## src/rtl/viterbi_decoder_k3.sv

```systemverilog
// Hard-decision Viterbi decoder for the K=3, rate-1/2 (7,5) code: 4-state ACS
// with register-exchange survivors; each bit leaves TB_DEPTH-1 symbols after it arrived.
module viterbi_decoder_k3 #(
    parameter int TB_DEPTH = 16,
    parameter int PM_W     = 6
) (
    input  logic            clk,
    input  logic            rst,
    input  logic            restart,
    input  logic            in_valid,
    input  logic [1:0]      in_symbol,
    output logic            out_valid,
    output logic            decoded_bit,
    output logic [PM_W-1:0] metric_out
);
    localparam int CNT_W = $clog2(TB_DEPTH);
    localparam logic [CNT_W-1:0] FILL_MAX = CNT_W'(TB_DEPTH - 1);
    localparam logic [PM_W:0]    NORM     = {2'b01, {(PM_W-1){1'b0}}};
    localparam logic [PM_W-1:0]  PM_START = PM_W'(4);

    logic [PM_W-1:0]     pm       [4];
    logic [TB_DEPTH-2:0] path     [4];
    logic [CNT_W-1:0]    fill;
    logic [PM_W:0]       pm_raw   [4];
    logic [PM_W-1:0]     pm_new   [4];
    logic [TB_DEPTH-1:0] path_new [4];
    logic [1:0]          best;
    logic                norm;

    logic [1:0]  nxt, p0, p1, exp0, exp1;
    logic [1:0]  bm0, bm1;
    logic [PM_W:0] cand0, cand1;

    function automatic logic [1:0] hamming2(input logic [1:0] a, input logic [1:0] b);
        logic [1:0] d;
        d = a ^ b;
        return {1'b0, d[1]} + {1'b0, d[0]};
    endfunction

    always_comb begin
        // NOTE: every variable gets a value before any branch so no latch is inferred.
        nxt   = '0;
        p0    = '0;
        p1    = '0;
        exp0  = '0;
        exp1  = '0;
        bm0   = '0;
        bm1   = '0;
        cand0 = '0;
        cand1 = '0;
        norm  = 1'b1;
        best  = '0;
        for (int i = 0; i < 4; i++) begin
            // Next state {u,a}; predecessors {a,0} and {a,1}.
            nxt   = 2'(i);
            p0    = {nxt[0], 1'b0};
            p1    = {nxt[0], 1'b1};
            exp0  = {nxt[1] ^ nxt[0], nxt[1]};
            exp1  = {~(nxt[1] ^ nxt[0]), ~nxt[1]};
            bm0   = hamming2(in_symbol, exp0);
            bm1   = hamming2(in_symbol, exp1);
            cand0 = {1'b0, pm[p0]} + {{(PM_W-1){1'b0}}, bm0};
            cand1 = {1'b0, pm[p1]} + {{(PM_W-1){1'b0}}, bm1};
            if (cand1 < cand0) begin
                pm_raw[i]   = cand1;
                path_new[i] = {path[p1], nxt[1]};
            end else begin
                pm_raw[i]   = cand0;
                path_new[i] = {path[p0], nxt[1]};
            end
            norm = norm & (pm_raw[i] >= NORM);
        end
        for (int i = 0; i < 4; i++)
            pm_new[i] = PM_W'(norm ? pm_raw[i] - NORM : pm_raw[i]);
        for (int i = 1; i < 4; i++)
            if (pm_new[i] < pm_new[best]) best = 2'(i);
    end

    // Only TB_DEPTH-1 survivor bits are stored; the oldest bit of each new path
    // exists only combinationally, long enough to be emitted.
    always_ff @(posedge clk or negedge rst) begin
        // NOTE: sequential state uses non-blocking assignments only.
        if (!rst) begin
            // NOTE: survivors are plain flops, so they are cleared like any other state.
            pm          <= '{'0, PM_START, PM_START, PM_START};
            path        <= '{default: '0};
            fill        <= '0;
            out_valid   <= 1'b0;
            decoded_bit <= 1'b0;
            metric_out  <= '0;
        end else if (restart) begin
            pm          <= '{'0, PM_START, PM_START, PM_START};
            path        <= '{default: '0};
            fill        <= '0;
            out_valid   <= 1'b0;
            decoded_bit <= 1'b0;
            metric_out  <= '0;
        end else if (in_valid) begin
            pm <= pm_new;
            for (int i = 0; i < 4; i++)
                path[i] <= path_new[i][TB_DEPTH-2:0];
            fill        <= (fill == FILL_MAX) ? fill : fill + CNT_W'(1);
            out_valid   <= (fill == FILL_MAX);
            decoded_bit <= path_new[best][TB_DEPTH-1];
            metric_out  <= pm_new[best];
        end else begin
            out_valid <= 1'b0;
        end
    end
endmodule

```

## config.mk

```make
export PLATFORM = sky130hd
export DESIGN_NAME = viterbi_decoder_k3
export DESIGN_NICKNAME = d
export VERILOG_FILES = /design/src/rtl/viterbi_decoder_k3.sv
export SDC_FILE = /design/constraint.sdc
export NUM_CORES = 1
export LEC_CHECK = 0
export CORE_ASPECT_RATIO = 1.4
export CORE_UTILIZATION = 40
export CTS_BUF_LIST = sky130_fd_sc_hd__clkbuf_8
export DETAILED_ROUTE_END_ITERATION = 10
export DONT_BUFFER_PORTS = 1
export PLACE_DENSITY = 0.53
export SETUP_SLACK_MARGIN = 0.02
export SLEW_MARGIN = 20
export SYNTH_ARGS = -nofsm -noshare
export SYNTH_HDL_FRONTEND = slang
export SYNTH_SLANG_ARGS = --single-unit
```

## constraint.sdc

```tcl
create_clock -name clk -period 18.55 [get_ports clk]
set_input_delay 1.855 -clock clk [delete_from_list [all_inputs] [get_ports clk]]
set_output_delay 1.855 -clock clk [all_outputs]
set_load 0.02 [all_outputs]
```

# ---- Yosys cells after proc, flatten, opt, wreduce, memory -nomap -nowiden
# Index checks and enable logic that the tools add are counted.
dict set report op_classes {
  addsub 17
  n_mul 0
  div_mod_pow 0
  magnitude_cmp 14
  n_eq_ne 2
  shifts 0
  muxes 40
  bitwise_logic 9
  reduce_logical 2
}
# operator n
set ops {}
lappend ops {{2-to-1 mux 60 bit} 2}
lappend ops {{2-to-1 mux 16 bit} 6}
lappend ops {{2-to-1 mux 6 bit} 12}
lappend ops {{adder 6 x 2 -> 7 bit} 8}
lappend ops {{2-to-1 mux 24 bit} 2}
lappend ops {{binary-select mux 6 bit (select 2 bit)} 3}
lappend ops {{binary-select mux 16 bit (select 2 bit)} 1}
lappend ops {{greater-or-equal comparator 7 x 6 -> 1 bit, second input constant} 4}
lappend ops {{less-than comparator 7 bit} 4}
lappend ops {{2-to-1 mux 7 bit} 4}
lappend ops {{subtractor 6 bit, second input constant} 4}
lappend ops {{less-than comparator 6 bit} 3}
lappend ops {{2-to-1 mux 4 bit} 3}
lappend ops {{greater-or-equal comparator 3 bit, second input constant} 3}
lappend ops {{inverter 2 -> 3 bit} 3}
lappend ops {{adder 1 x 1 -> 2 bit} 4}
lappend ops {{2-to-1 mux 1 bit} 5}
lappend ops {{adder 4 x 1 -> 4 bit, second input constant} 1}
lappend ops {{equality test 4 bit, second input constant} 1}
lappend ops {{2-to-1 mux 2 bit} 2}
lappend ops {{bitwise AND 1 bit} 3}
lappend ops {{!= test 2 bit, second input constant} 1}
lappend ops {{inverter 1 bit} 2}
lappend ops {{inverter 2 bit} 1}
lappend ops {{other kinds (2)} 2}
dict set report totals {
  reg_bits 96
  latch_bits 0
  mem_bits_rw 0
  mem_bits_ro 0
  inputBits 6
  output_inout_bits 8
  wordCells 96
  mem_count 0
}

# ---- Logic depth before layout (Yosys ltp)
# Gate-level depths: netlist of run 1.
dict set report depth {
  depth_word 30
  ltp_mapped 46
  ltp_nobuf 45
}

# ---- Least setup slack after synthesis of run 1
# Ideal clock, no wire load.
dict set report synth_timing {
  path_kind {in2reg}
  start {input port in_symbol[0]}
  end {register metric_out[0]}
  arrival_time_ps 10052
  t_required_ps 18466
  path_slack_ps 8414
  path_stages 43
  n_path_buf 1
  cell_sequence {inv_1 -> ha_1 -> ha_1 -> ha_1 -> a21oi_1 -> nor2_1 -> xor2_1 -> ha_1 -> a2111oi_0 -> o21ai_0 -> nand2_1 -> buf_1 -> nor2_1 -> a21oi_1 -> ha_1 -> a21o_1 -> a211oi_1 -> inv_1 -> (+7 left out) -> a21o_1 -> a21o_1 -> a21oi_1 -> nand2_1 -> nor3_1 -> a21boi_1 -> nor3_4 -> mux2i_1 -> ha_1 -> a21o_1 -> a21o_1 -> a21oi_1 -> nand3b_1 -> a31oi_1 -> nor2_1 -> a21o_1 -> or3_1 -> a41oi_2}
}
dict set report synth_between {
  elab_chain_len 30
  word_cells_on_any_way 57
}
# item line
set synth_rtl {}
lappend synth_rtl {{from (decl)} 11} ;# input logic [1:0] in_symbol,
lappend synth_rtl {{inverter 2 bit (no source line) or inverter 1 bit (tied branches)} --}
lappend synth_rtl {{adder 1 x 1 -> 2 bit} 37} ;# return {1'b0, d[1]} + {1'b0, d[0]};
lappend synth_rtl {{adder 6 x 2 -> 7 bit} 63} ;# cand1 = {1'b0, pm[p1]} + {{(PM_W-1){1'b0}}, bm1};
lappend synth_rtl {{less-than comparator 7 bit} 64} ;# if (cand1 < cand0) begin
lappend synth_rtl {{2-to-1 mux 7 bit} 64}
lappend synth_rtl {{greater-or-equal comparator 7 x 6 -> 1 bit} 71} ;# norm = norm & (pm_raw[i] >= NORM);
lappend synth_rtl {{bitwise AND 1 bit (3 in series)} 71}
lappend synth_rtl {{2-to-1 mux 6 bit} 74} ;# pm_new[i] = PM_W'(norm ? pm_raw[i] - NORM : pm_raw[i]);
lappend synth_rtl {{(+10 left out)} --}
lappend synth_rtl {{2-to-1 mux 6 bit (not written as such) (2 in series)} 76} ;# if (pm_new[i] < pm_new[best]) best = 2'(i);
lappend synth_rtl {{less-than comparator 6 bit} 76}
lappend synth_rtl {{2-to-1 mux 2 bit} 76}
lappend synth_rtl {{inverter 2 -> 3 bit (not written as such)} 105} ;# metric_out <= pm_new[best];
lappend synth_rtl {{binary-select mux 6 bit (select 2 bit) (*)} 105}
lappend synth_rtl {{2-to-1 mux 6 bit (not written as such) (*) (2 in series)} 105}
lappend synth_rtl {{2-to-1 mux 6 bit (*)} 98} ;# end else if (in_valid) begin
lappend synth_rtl {{2-to-1 mux 6 bit (*)} 91} ;# end else if (restart) begin
lappend synth_rtl {{to (signal assigned)} 105}
lappend synth_rtl {{to (decl)} 14} ;# output logic [PM_W-1:0] metric_out
# Every way passes the cells marked *; elsewhere a longest branch is shown, timed or not. The select of a mux whose other input is x is not followed.
# A chain may end at the register's enable or synchronous reset.

# ---- Final worst setup path of run 1
dict set report layout_timing {
  start {input port in_symbol[0]}
  end {register metric_out[4]}
}
# The elaborated chain is that of the path after synthesis.

==> impl_metrics.json, run 1 <==
{
  "status": "complete, no violations",
  "drc_errors": 0,
  "finalCritPeriodShare_pct": 61.6,
  "ios": 14,
  "antenna_found_initial": 0,
  "reg2reg_depth": 40,
  "slew-limit-headroom_pct": 37.8,
  "grtUsageMet3_pct": 2.10,
  "cts-root-buf": "clkbuf_8",
  "drt-initial-drc-count": 282,
  "fin_area_sq_um": 7590,
  "max_cap_viol_count": 0,
  "syn_to_final_growth_pct": 5.00,
  "crit_fanout": 15,
  "grt_first_pass_wirelength_mm": 32.7,
  "reg2reg_to": "metric_out[4]",
  "tightest_slew_ns": 0.923,
  "cts_tree": "built",
  "coreArea_sq_um": 17500,
  "synth-edff-count": 0,
  "syn-cell-area_sq_um": 7230,
  "ys_warn_count": 0,
  "drive_above_1_share_pct": 5.87,
  "clock_sinks": 90,
  "setup_viol": 0,
  "grt_max_degree": 156,
  "globalRouteOverflowTotal": 0,
  "synth-seq-cells": 90,
  "totalWireLength_mm": 20.7,
  "numCtsBuffers": 9,
  "via_per_inst": 5.89,
  "crit_top_cell": "ha_1",
  "drtAntennaViolNets": 0,
  "cts-hold-fix-buffers": 0,
  "critPathSlowestCell": "nor2_1",
  "dieArea_sq_um": 18600,
  "syn_nets": 892,
  "top_usage_layer": "met2",
  "grt.met2_usage_pct": 41.2,
  "wl_per_cell_um": 20.0,
  "crit_path_end": "metric_out[4]",
  "ys_types": 68,
  "cpPeakStageDelay_ns": 0.45,
  "ys.flop_type": "dfrtp_1",
  "tns_ns": 0,
  "nets": 860,
  "diodes": 0,
  "gp_congestion": 0.929,
  "ctsResizeCount": 0,
  "reg2reg_slack_ns": 8.51,
  "slew_violations": 0,
  "die_x_um": 116,
  "firstDrtPassIters": 5,
  "clk_latency_ns": 0.39,
  "start_util_pct": 41.2,
  "synth_seq_area_share_pct": 31.2,
  "syn_avg_cell_area_sq_um": 8.73,
  "grt_use_met1_pct": 25.5,
  "track_usage_pct": 23.2,
  "grt_setup_unrepaired": "no",
  "fin_crit_ns": 11.43,
  "start_kind": "input pin",
  "required_ns": 18.80,
  "die_h_um": 161,
  "post-cts-setup-buffer-count": 0,
  "synthArstFlopShare_pct": 100,
  "netlist_instances": 828,
  "worstSetupPathType": "input pin to flop",
  "dr_total_vias": 6103,
  "critPathArrivalTime_ns": 11.68,
  "clock_skew_ns": 0.0163,
  "hpwl_mm": 15.1,
  "grt_pass1_vias": 6105,
  "max_freq_ghz": 0.0875,
  "placed_area_sq_um": 7380,
  "hold_viol_final": 0,
  "hold_ws_ns": 0.511,
  "startpoint": "in_symbol[0]",
  "clk_pin_slew_ns": 0.10,
  "io_buffer_count": 0,
  "ctsHtreeMaxLevel": 3,
  "row_count": 57,
  "clockBufferDepth": 2,
  "timing.rr.start": "pm[14]",
  "crit_path_end_kind": "flop",
  "min_path_type": "flop to flop"
}
==> synth_stat cells, drive strengths merged (4+ instances only) <==
| cell | number | area [sq um] |
|---|---|---|
| a21o | 10 | 75.1 |
| ha | 58 | 726 |
| o21ai | 28 | 144 |
| nand3 | 25 | 125 |
| xor2 | 19 | 174 |
| mux2 | 5 | 56.3 |
| nand4 | 9 | 56.3 |
| nor3 | 11 | 71.3 |
| nand2b | 9 | 56.3 |
| o31ai | 4 | 30.0 |
| a211oi | 62 | 470 |
| clkbuf | 36 | 136 |
| nand3b | 4 | 30.0 |
| mux2i | 78 | 781 |
| nor2 | 113 | 424 |
| o211ai | 8 | 60.1 |
| a21oi | 42 | 225 |
| dfrtp | 87 | 2180 |
| nor2b | 13 | 81.3 |
| and3 | 7 | 48.8 |
| inv | 39 | 146 |
| a31oi | 13 | 81.3 |
| and2 | 4 | 25.0 |
| a311oi | 11 | 114 |
| nand2 | 50 | 195 |
| buf | 15 | 72.6 |
| xnor2 | 26 | 228 |
==> metal layers <==
metal / up-vias / wire [um]
li1: 2951 / -
met1: 2947 / 8150
met2: 140 / 10600
met3: 65 / 529
met4: 0 / 1420
met5: - / 0
==> how the worst min path moves through the flow <==
stage,from,to,slack [ns],cells past startpoint
6_report,path[0],path[0],0.51,2
3_3_place_gp,path[0],path[0],0.48,2
3_5_place_dp,path[0],path[0],0.49,2
5_1_grt,path[2],path[2],0.56,2
4_1_cts,path[0],path[0],0.52,2
2_1_floorplan,path[0],path[0],0.47,2
==> cells by family (layout without fill, tap and decap cells) <==
kind of cell             Yosys count  in the layout  synth area share, %
buffers and inverters             91             64                 4.97
multiplexers                      83             83                 11.6
XOR/XNOR                          45             45                 5.56
adder cells (fa/ha/maj)           58             58                 10.0
AO/OA/AOI/OAI                    211            211                 20.7
flip-flops                        90             90                 31.2
AND/OR/NAND/NOR                  250            250                 15.9
==> area by class of cell <==
class / instances / area (sq um)
Clock inverter: 7 / 83.8
Clock buffer: 9 / 124
Inverter: 40 / 150
Tap cell: 236 / 295
Timing Repair Buffer: 8 / 60.1
Fill cell: 1795 / 9950
Multi-Input combinational cell: 647 / 4620
Sequential cell: 90 / 2260
==> sequential cells by signal, summed over array words and instances (netlist names) <==
| register | flops |
|---|---|
| path | 54 |
| metric_out | 6 |
| pm | 24 |
| out_valid | 1 |
| fill | 4 |
| decoded_bit | 1 |
==> worst max-delay path: cells and delay by family <==
family	cells	cell delay, ns
and+or+nand+nor	10	2.03
muxes	2	0.42
buffers and inverters	5	0.75
AOI/OAI and AO/OA	20	4.61
xor gates and xnor gates	1	0.22
adders and majority gates	6	1.75
==> layout by cell type (no fill, tap or decap), types with 8 or more instances in the layout <==
cell      synthesis  final
nand2_1          49     49
buf_4             0      8
nor2_1          113    113
inv_1            39     39
a21o_1           10     10
a31oi_1          13     13
a311oi_1         10     10
xnor2_1          26     26
o211ai_1          8      8
a21oi_1          40     38
nand3_1          25     25
o21ai_0          27     27
nor3_1            9      9
xor2_1           18     18
nor2b_1          13     13
nand4_1           9      9
dfrtp_1          87     87
a211oi_1         61     61
ha_1             58     58
nand2b_1          9      9
clkbuf_8          0      9
mux2i_1          78     78
==> per-stage QoR <==
step / cells / utilization (%) / setup WS [ns]
detailed placement: 1021 / 42.1 / 6.88
global route: 1037 / 43.3 / 6.27
global placement: 1021 / 42.1 / 7.18
finish: 1037 / 43.3 / 7.12
CTS: 1037 / 43.3 / 7.27
floorplan: 828 / - / 8.41
Power of run 1 is left out: the tool's default activity adds up to more than one toggle a clock period on the data nets, which glitch-free logic cannot reach.
==> inputs of run 2 (changes only) <==
==> constraint.sdc (replaced) <==
create_clock -name clk -period 10.6 [get_ports clk]
set_input_delay 1.06 -clock clk [delete_from_list [all_inputs] [get_ports clk]]
set_output_delay 1.06 -clock clk [all_outputs]
set_load 0.02 [all_outputs]
==> run 2 against run 1 <==
Flip-flop and latch count is the same. Worst setup slack got worse by 6.5 ns. Utilization is 0.37 points higher. First-iteration DRC count increased by 45%. Die area did not move. Sequential share of layout area down 0.25 points. Clock skew shrank 0.0023 ns. Non-clock buffer count increased by 8. Wire length is 0.72% higher. Hold slack got worse by 0.13 ns. Cell area grew 0.86%. Critical path type unchanged. Critical endpoint is now metric_out[5].
==> impl_metrics.json, run 2 (synthesis results as in run 1) <==
{
  "max_cap_viol_count": 0,
  "grt_pass1_vias": 6201,
  "antenna_found_initial": 0,
  "drc_errors": 0,
  "die_x_um": 116,
  "clk_latency_ns": 0.37,
  "via_per_inst": 5.82,
  "clock_skew_ns": 0.0140,
  "max_freq_ghz": 0.100,
  "largest_reg_flops": 54,
  "ctsResizeCount": 0,
  "syn_to_final_growth_pct": 5.90,
  "crit_top_cell": "ha_1",
  "post-cts-setup-buffer-count": 0,
  "hold_viol_final": 0,
  "drive_above_1_share_pct": 7.66,
  "cts-hold-fix-buffers": 0,
  "numCtsBuffers": 9,
  "status": "complete, no violations",
  "top_register": "path",
  "die_h_um": 161,
  "fin_crit_ns": 9.98,
  "min_path_type": "input pin to asynchronous set/reset pin",
  "fillerInstances": 1817,
  "ctsHtreeMaxLevel": 3,
  "nets": 868,
  "cts-root-buf": "clkbuf_8",
  "cpPeakStageDelay_ns": 0.40,
  "cts_tree": "built",
  "final_util_pct": 43.6,
  "required_ns": 10.87,
  "start_kind": "input pin",
  "dieArea_sq_um": 18600,
  "place_ws_ns": -0.0673,
  "slew_violations": 0,
  "tightest_slew_ns": 1.07,
  "finalCritPeriodShare_pct": 94.1,
  "slew-limit-headroom_pct": 28.0,
  "dr_total_vias": 6081,
  "critPathSlowestCell": "ha_1",
  "grt_max_degree": 156,
  "track_usage_pct": 23.3,
  "drt-initial-drc-count": 409,
  "io_buffer_count": 0,
  "reg_top3": "path: 54 flops, pm: 24 flops, metric_out: 6 flops",
  "coreArea_sq_um": 17500,
  "drtAntennaViolNets": 0,
  "row_count": 57,
  "globalRouteOverflowTotal": 0,
  "grt_first_pass_wirelength_mm": 33.1,
  "final_common_cell": "nor2_1",
  "gp_congestion": 0.907,
  "setup_viol": 0,
  "critPathArrivalTime_ns": 10.25,
  "layout_common_cells": "112 x nor2_1, 87 x dfrtp_1, 77 x mux2i_1",
  "crit_path_end_kind": "flop",
  "hpwl_mm": 15.4,
  "crit_fanout": 10,
  "clockBufferDepth": 2,
  "wl_per_cell_um": 19.9,
  "regArea_sq_um": 2260,
  "diodes": 0,
  "totalWireLength_mm": 20.8,
  "reg2reg_slack_ns": 1.39,
  "multi_input_area_sq_um": 4660,
  "hold_ws_ns": 0.377,
  "fin_area_sq_um": 7650,
  "clock_sinks": 90,
  "clk_pin_slew_ns": 0.10,
  "worstSetupPathType": "input pin to flop",
  "grt_setup_unrepaired": "no",
  "ios": 14,
  "placed_area_sq_um": 7440,
  "firstDrtPassIters": 5,
  "setup_slack_ns": 0.622,
  "start_util_pct": 41.2
}
[run 2: changes by cell type in the layout (fill, tap and decap cells not counted), moves of 2 or more]
cell / before / now
clkinvlp_4: 0 / 2
buf_4: 8 / 16
inv_6: 1 / 3
a311oi_2: 0 / 2
o21ai_0: 27 / 25
o21ai_1: 0 / 2
a311oi_1: 10 / 8
inv_8: 2 / 0
clkinv_4: 2 / 0
[run 2: worst paths after layout]
kind                                      end         start  cells after the start
worst min-delay path                 path[33]           rst                      0
worst max register to register  metric_out[5]         pm[1]                     41
worst min register to register        path[0]       path[0]                      2
min in group clk                      path[0]       path[0]                      2
max in group asynchronous              pm[14]           rst                      0
worst max-delay path            metric_out[5]  in_symbol[0]                     45
[run 2: final cells by class]
type	instances	share of cell area (%)
Clock buffer	9	1.62
Clock inverter	7	0.670
Inverter	40	1.96
Multi-Input combinational cell	647	60.9
Sequential cell	90	29.5
Tap cell	236	3.86
Timing Repair Buffer	16	1.57
[run 2: layer usage]
| metal | part of all wire, % | up-vias | track usage (%) |
|---|---|---|---|
| met5 | 0 | - | 0 |
| met4 | 4.5 | 0 | 11.6 |
| met3 | 2.3 | 54 | 2.89 |
| met2 | 54 | 115 | 43.0 |
| met1 | 39 | 2948 | 25.9 |
| li1 | - | 2964 | - |
[run 2: stage by stage]
| stage | std cells | setup TNS [ns] |
|---|---|---|
| finish | 1045 | 0 |
| global placement | 1029 | 0 |
| global route | 1045 | 0 |
| detailed placement | 1029 | -0.193 |
| CTS | 1045 | 0 |
| floorplan | 828 | 0 |
[run 2: critical path, delay by kind of cell]
kind	cells	cell delay, ns
AO/OA/AOI/OAI	17	3.08
XOR/XNOR	1	0.23
multiplexers	3	0.89
AND/OR/NAND/NOR	11	2.39
buffers and inverters	6	0.49
adder cells (fa/ha/maj)	7	2.07
Power of run 2 is left out for the same reason.
